<file path="config.mk">
export PLATFORM = sky130hd
export DESIGN_NAME = ball_motion
export DESIGN_NICKNAME = d
export VERILOG_FILES = /design/src/rtl/ball_motion.sv
export SDC_FILE = /design/constraint.sdc
export NUM_CORES = 1
export LEC_CHECK = 0
export ABC_CLOCK_PERIOD_IN_PS = 3400
export BUFFER_PORTS_ARGS = -buffer_cell sky130_fd_sc_hd__buf_2
export CORE_ASPECT_RATIO = 1.1
export CORE_MARGIN = 1
export CORE_UTILIZATION = 39
export DETAILED_ROUTE_END_ITERATION = 8
export PLACE_DENSITY = 0.66
export SLEW_MARGIN = 20
export SYNTH_ARGS = -nofsm -noshare
export SYNTH_HDL_FRONTEND = slang
export SYNTH_SLANG_ARGS = --single-unit
</file>
<file path="constraint.sdc">
create_clock -name clk -period 3.4 [get_ports clk]
set_clock_uncertainty 0.15 [all_clocks]
set_input_delay 0.34 -clock clk [delete_from_list [all_inputs] [get_ports clk]]
set_output_delay 0.34 -clock clk [all_outputs]
set_load 0.01 [all_outputs]
</file>
<file path="src/rtl/ball_motion.sv">
// Ball position and visibility controller: moves the ball once per frame,
// reflects it off the screen edges and sequences the hit / respawn blanking.
module ball_motion #(
   parameter int SCREEN_W       = 1024,
   parameter int SCREEN_H       = 768,
   parameter int BALL_SIZE      = 32,
   parameter int START_X        = 496,
   parameter int START_Y        = 368,
   parameter int HIT_FRAMES     = 30,
   parameter int RESPAWN_FRAMES = 60
) (
   input  logic        clk,
   input  logic        reset,
   input  logic        vsync,
   input  logic        launch,
   input  logic        hit,
   input  logic [3:0]  speed,
   output logic [10:0] x,
   output logic [9:0]  y,
   output logic [1:0]  ball_state,
   output logic        wall_bounce,
   output logic        moving
);

   localparam int TW    = 8;
   localparam int X_MAX = SCREEN_W - BALL_SIZE;
   localparam int Y_MAX = SCREEN_H - BALL_SIZE;

   typedef enum logic [1:0] {IDLE, MOVING, HIT, RESPAWN} state_t;

   state_t          state_r, state_s;
   logic [10:0]     x_r, x_s;
   logic [9:0]      y_r, y_s;
   logic            dir_x_neg_r, dir_x_neg_s;
   logic            dir_y_neg_r, dir_y_neg_s;
   logic [3:0]      spd_r, spd_s;
   logic [TW-1:0]   timer_r, timer_s;
   logic            vsync_d_r;
   logic [1:0]      ball_state_r, ball_state_s;
   logic            wall_bounce_r, wall_bounce_s;
   logic            moving_r, moving_s;
   logic            frame_s;
   logic            bounce_x_s, bounce_y_s;
   logic [11:0]     x_sum_s, y_sum_s;

   assign frame_s = vsync_d_r & ~vsync;

   // State, position and registered outputs
   always_ff @(posedge clk) begin
      if (reset) begin
         state_r       <= IDLE;
         x_r           <= 11'(START_X);
         y_r           <= 10'(START_Y);
         dir_x_neg_r   <= 1'b0;
         dir_y_neg_r   <= 1'b0;
         spd_r         <= 4'd1;
         timer_r       <= '0;
         vsync_d_r     <= 1'b1;
         ball_state_r  <= 2'd0;
         wall_bounce_r <= 1'b0;
         moving_r      <= 1'b0;
      end else begin
         state_r       <= state_s;
         x_r           <= x_s;
         y_r           <= y_s;
         dir_x_neg_r   <= dir_x_neg_s;
         dir_y_neg_r   <= dir_y_neg_s;
         spd_r         <= spd_s;
         timer_r       <= timer_s;
         vsync_d_r     <= vsync;
         ball_state_r  <= ball_state_s;
         wall_bounce_r <= wall_bounce_s;
         moving_r      <= moving_s;
      end
   end

   // Next-state, motion and edge reflection
   always_comb begin
      state_s     = state_r;
      x_s         = x_r;
      y_s         = y_r;
      dir_x_neg_s = dir_x_neg_r;
      dir_y_neg_s = dir_y_neg_r;
      spd_s       = spd_r;
      timer_s     = timer_r;
      bounce_x_s  = 1'b0;
      bounce_y_s  = 1'b0;
      // 12-bit sums so x + spd can never wrap before the wall compare
      x_sum_s     = {1'b0, x_r} + {8'd0, spd_r};
      y_sum_s     = {2'b00, y_r} + {8'd0, spd_r};

      case (state_r)
         IDLE: begin
            if (launch) begin
               state_s = MOVING;
               spd_s   = (speed == 4'd0) ? 4'd1 : speed;
            end else begin
               state_s = IDLE;
            end
         end
         MOVING: begin
            if (hit) begin
               state_s = HIT;
               timer_s = TW'(HIT_FRAMES - 1);
            end else if (frame_s) begin
               if (!dir_x_neg_r) begin
                  if (x_sum_s >= 12'(X_MAX)) begin
                     x_s = 11'(X_MAX);
                     dir_x_neg_s = 1'b1;
                     bounce_x_s = 1'b1;
                  end else begin
                     x_s = x_sum_s[10:0];
                  end
               end else begin
                  if ({1'b0, x_r} <= {8'd0, spd_r}) begin
                     x_s = 11'd0;
                     dir_x_neg_s = 1'b0;
                     bounce_x_s = 1'b1;
                  end else begin
                     x_s = x_r - {7'd0, spd_r};
                  end
               end
               if (!dir_y_neg_r) begin
                  if (y_sum_s >= 12'(Y_MAX)) begin
                     y_s = 10'(Y_MAX);
                     dir_y_neg_s = 1'b1;
                     bounce_y_s = 1'b1;
                  end else begin
                     y_s = y_sum_s[9:0];
                  end
               end else begin
                  if ({2'b00, y_r} <= {8'd0, spd_r}) begin
                     y_s = 10'd0;
                     dir_y_neg_s = 1'b0;
                     bounce_y_s = 1'b1;
                  end else begin
                     y_s = y_r - {6'd0, spd_r};
                  end
               end
            end else begin
               state_s = MOVING;
            end
         end
         HIT: begin
            if (frame_s) begin
               if (timer_r == {TW{1'b0}}) begin
                  state_s     = RESPAWN;
                  x_s         = 11'(START_X);
                  y_s         = 10'(START_Y);
                  dir_x_neg_s = 1'b0;
                  dir_y_neg_s = 1'b0;
                  timer_s     = TW'(RESPAWN_FRAMES - 1);
               end else begin
                  timer_s = timer_r - {{(TW-1){1'b0}}, 1'b1};
               end
            end else begin
               state_s = HIT;
            end
         end
         RESPAWN: begin
            if (frame_s) begin
               if (timer_r == {TW{1'b0}}) begin
                  state_s = IDLE;
               end else begin
                  timer_s = timer_r - {{(TW-1){1'b0}}, 1'b1};
               end
            end else begin
               state_s = RESPAWN;
            end
         end
         default: begin
            state_s = IDLE;
         end
      endcase
   end

   // Output encodings derived from the next state so they stay registered
   always_comb begin
      wall_bounce_s = bounce_x_s | bounce_y_s;
      moving_s      = (state_s == MOVING);
      case (state_s)
         HIT:     ball_state_s = 2'd1;
         RESPAWN: ball_state_s = 2'd2;
         default: ball_state_s = 2'd0;
      endcase
   end

   assign x           = x_r;
   assign y           = y_r;
   assign ball_state  = ball_state_r;
   assign wall_bounce = wall_bounce_r;
   assign moving      = moving_r;

endmodule

</file>
==> results.yml <==
cts:
  cts_h_tree_depth: 2
  clock_tree.buffer_depth: 2
  clkTransAtPathRegs_ns: 0.10
  tritoncts: "yes"
  cts_made_buffers: 5
  clock_sinks: 42
  root_buffer: "sky130_fd_sc_hd__clkbuf_8"
  cts_hold_buffers: 0
  clk-insertion-delay-late_ns: 0.31
floorplan:
  ios: 34
  die_height_um: 99.1
  chipWidth_um: 90.2
  start_util_pct: 40.1
  design.die.area_um2: 8940
  floorplan.core_area_um2: 8320
  rows: 35
yosys:
  synth-warning-count: 0
  postSynthNetCount: 465
  synth-seq-cells: 42
  synth_ff_type: "sky130_fd_sc_hd__dfxtp_1"
  postSynthCellCount: 435
  ys_top_cells_by_area: "sky130_fd_sc_hd__dfxtp_1 (25%), sky130_fd_sc_hd__ha_1 (6.4%), sky130_fd_sc_hd__nor2_1 (6.0%)"
  synth.cells.most_frequent: "sky130_fd_sc_hd__nor2_1 (53), sky130_fd_sc_hd__dfxtp_1 (42), sky130_fd_sc_hd__nand2_1 (36)"
  most_frequent_cell_after_synthesis: "sky130_fd_sc_hd__nor2_1"
  yosysTopAreaCell: "sky130_fd_sc_hd__dfxtp_1"
  yosysUniqueCellTypes: 70
  mappedNetlistArea_um2: 3340
  area_share_of_the_largest_cell_type_after_synthesis_pct: 25.2
  synth.avg_cell_area_um2: 7.68
  async_reset_ff_share_pct: 0
  synth.yosys.seq_area_share_pct: 25.2
  synth_edf_count: 0
finish:
  finalInstanceArea_um2: 3690
  area.sequential_um2: 842
  layout_overhead_on_the_synthesized_area_pct: 10.5
  fill_cell_count: 858
  inserted_diodes: 0
  final_nets: 492
  combined_area_of_the_multi_input_logic_cells_um2: 2310
  layout-drive-gt1-share_pct: 15.6
detailed_routing:
  vias: 3367
  m1WireLength_mm: 4.24
  drt-vias-per-instance: 5.87
  remaining_drc_errors: 0
  wl_met3_um: 401
  drt_pass1_iterations: 4
  wl_met2_mm: 4.70
  routedWlPerCell_um: 16.7
  drt_first_iter_violations: 169
  drt.antenna.violating_nets: 0
  postRouteWirelength_mm: 9.56
  topRoutingLayerUsed: "met4"
critical_path:
  critPathArrivalTime_ns: 3.07
  endpoint_of_the_worst_slack_reg_to_reg_timing_path: "x[0]$_SDFFE_PP0P_"
  crit-reg2reg-launch: "x[0]$_SDFFE_PP0P_"
  reg2reg_slack_ns: 0.38
  crit_required_ns: 3.45
  timing.critical_path.fanout_max: 7
  critical_path_class: "flip-flop to flip-flop"
  crit_path_start: "x[0]$_SDFFE_PP0P_"
  critPathSlowestCell: "sky130_fd_sc_hd__fa_1"
  worst_setup_path_end_kind: "flip-flop"
  reg2regPathDepth: 9
  cells_along_the_critical_path: "ha_1 > fa_1 > nand2b_1 > a21oi_1 > o211ai_1 > mux2_2 > a211o_2 > and2_4 > o41ai_2"
  worst_path_largest_cell_delay_ns: 0.42
  worst_setup_start_kind: "flip-flop"
hold_path:
  worst_hold_path_type: "input port to flip-flop"
  worst_hold_path.endpoint: "vsync_d_r$_SDFF_PP1_"
  holdPathStages: 2
  hold_start: "vsync"
timing:
  grt_setup_unrepaired: "false"
  final-max-slew-violation-count: 0
  setup-violations-final: 0
  period_needed_ns: 3.02
  tightestPinTransition_ns: 0.897
  count_of_final_hold_check_violations: 0
  achievable-frequency_mhz: 332
  fin_setup_tns_ns: 0
  whs_ns: 0.0953
  relSlewSlack_pct: 39.9
  timing.final.crit_share_pct: 88.7
global_route:
  grt_pass1_wl_mm: 15.8
  antenna_found_initial: 0
  global_route.usage.total_pct: 21.7
  largest_net_degree_at_the_start_of_global_routing: 29
  grt_remaining_overflow: 0
  number_of_global_route_vias_before_repair: 3259
job:
  cap_violations: 0
power:
  power.leakage_nw: 1.47
  ir_worst_vdd_mv: 0.179
  pd_cells_nw_per_um2: 313
  power.total_w: 0.00115
place:
  dpl.hpwl_mm: 7.28
  placed_area_um2: 3590
  place_congestion: 0.913
  port_buffers: 33
run_status:
  run_status: "finished clean"
## state kept, by name, summed over array words and instances, names as in the netlist
signal and flops:
x 11, y 10, timer_r 8, spd_r 4
ball_state 2, state_r 2, dir_x_neg_r 1, dir_y_neg_r 1
moving 1, vsync_d_r 1, wall_bounce 1
## area by class of cell
class | count | area share [%]
Clock buffer | 5 | 1.86
Sequential cell | 42 | 22.8
Tap cell | 111 | 3.76
Multi-Input combinational cell | 349 | 62.6
Clock inverter | 3 | 0.678
Timing Repair Buffer | 39 | 5.69
Inverter | 25 | 2.54
## stage by stage
| stage | util [%] | std cells | setup WS (ns) |
|---|---|---|---|
| after global placement | 43.1 | 566 | 0.403 |
| after detailed placement | 43.1 | 566 | 0.182 |
| after CTS | 44.3 | 574 | 0.179 |
| final | 44.4 | 574 | 0.384 |
| after floorplan | - | 435 | 0.700 |
| after global routing | 44.4 | 574 | 0.162 |
## kinds of logic (layout without fill, tap and decap cells)
family / Yosys count / in the layout / synth area share [%]
mux: 6 / 6 / 1.84
buf+inv: 44 / 72 / 5.77
xor+xnor: 13 / 13 / 3.41
fa+ha+maj: 21 / 21 / 8.77
flops: 42 / 42 / 25.2
compound gates: 137 / 137 / 29.8
simple gates: 172 / 172 / 25.3
## layout by cell type (no fill, tap or decap), drive strengths merged, types with 9 or more instances in the layout
master,netlist,routed
inv,25,26
nand2,36,36
nor2b,9,9
nor2,54,54
buf,8,39
nor3,18,18
a21oi,26,26
o21ai,25,25
xnor2,10,10
dfxtp,42,42
nand3,13,13
ha,17,17
## layer usage
metal	GRT usage (%)	up-vias
li1	-	1638
met1	26.5	1611
met2	38.5	98
met3	3.09	20
met4	8.44	0
met5	0	-
## worst max-delay path: cells and delay by family, from the launching register on
family / cells / cell delay [ns]
AO/OA/AOI/OAI: 4 / 1.01
adder cells (fa/ha/maj): 2 / 0.67
flip-flops: 1 / 0.36
multiplexers: 1 / 0.39
AND/OR/NAND/NOR: 2 / 0.32
## repair_timing
item                                    4_1_cts  5_1_grt
endpoints found under the setup margin        0        6
resized for setup                             0        2
setup buffers                                 0        0
## where the power goes
group	internal (W)	total, W	leakage, nW	switching, W
Combinational	0.000102	0.000251	1.09	0.000149
Clock	0.000149	0.000361	0.0447	0.000213
Sequential	0.000512	0.000541	0.342	0.0000292
Total	0.000763	0.00115	1.47	0.000391
## worst max-delay path by stage
stage / depth (start not counted) / slack, ns / endpoint
after floorplan: 9 / 0.70 / wall_bounce$_SDFF_PP0_
after global placement: 9 / 0.40 / x[0]$_SDFFE_PP0P_
after detailed placement: 9 / 0.18 / x[0]$_SDFFE_PP0P_
after CTS: 9 / 0.18 / x[0]$_SDFFE_PP0P_
after global routing: 8 / 0.16 / y[7]$_SDFFE_PP0P_
final: 9 / 0.38 / x[0]$_SDFFE_PP0P_
Note: power is estimated with default switching activity, not from simulation.
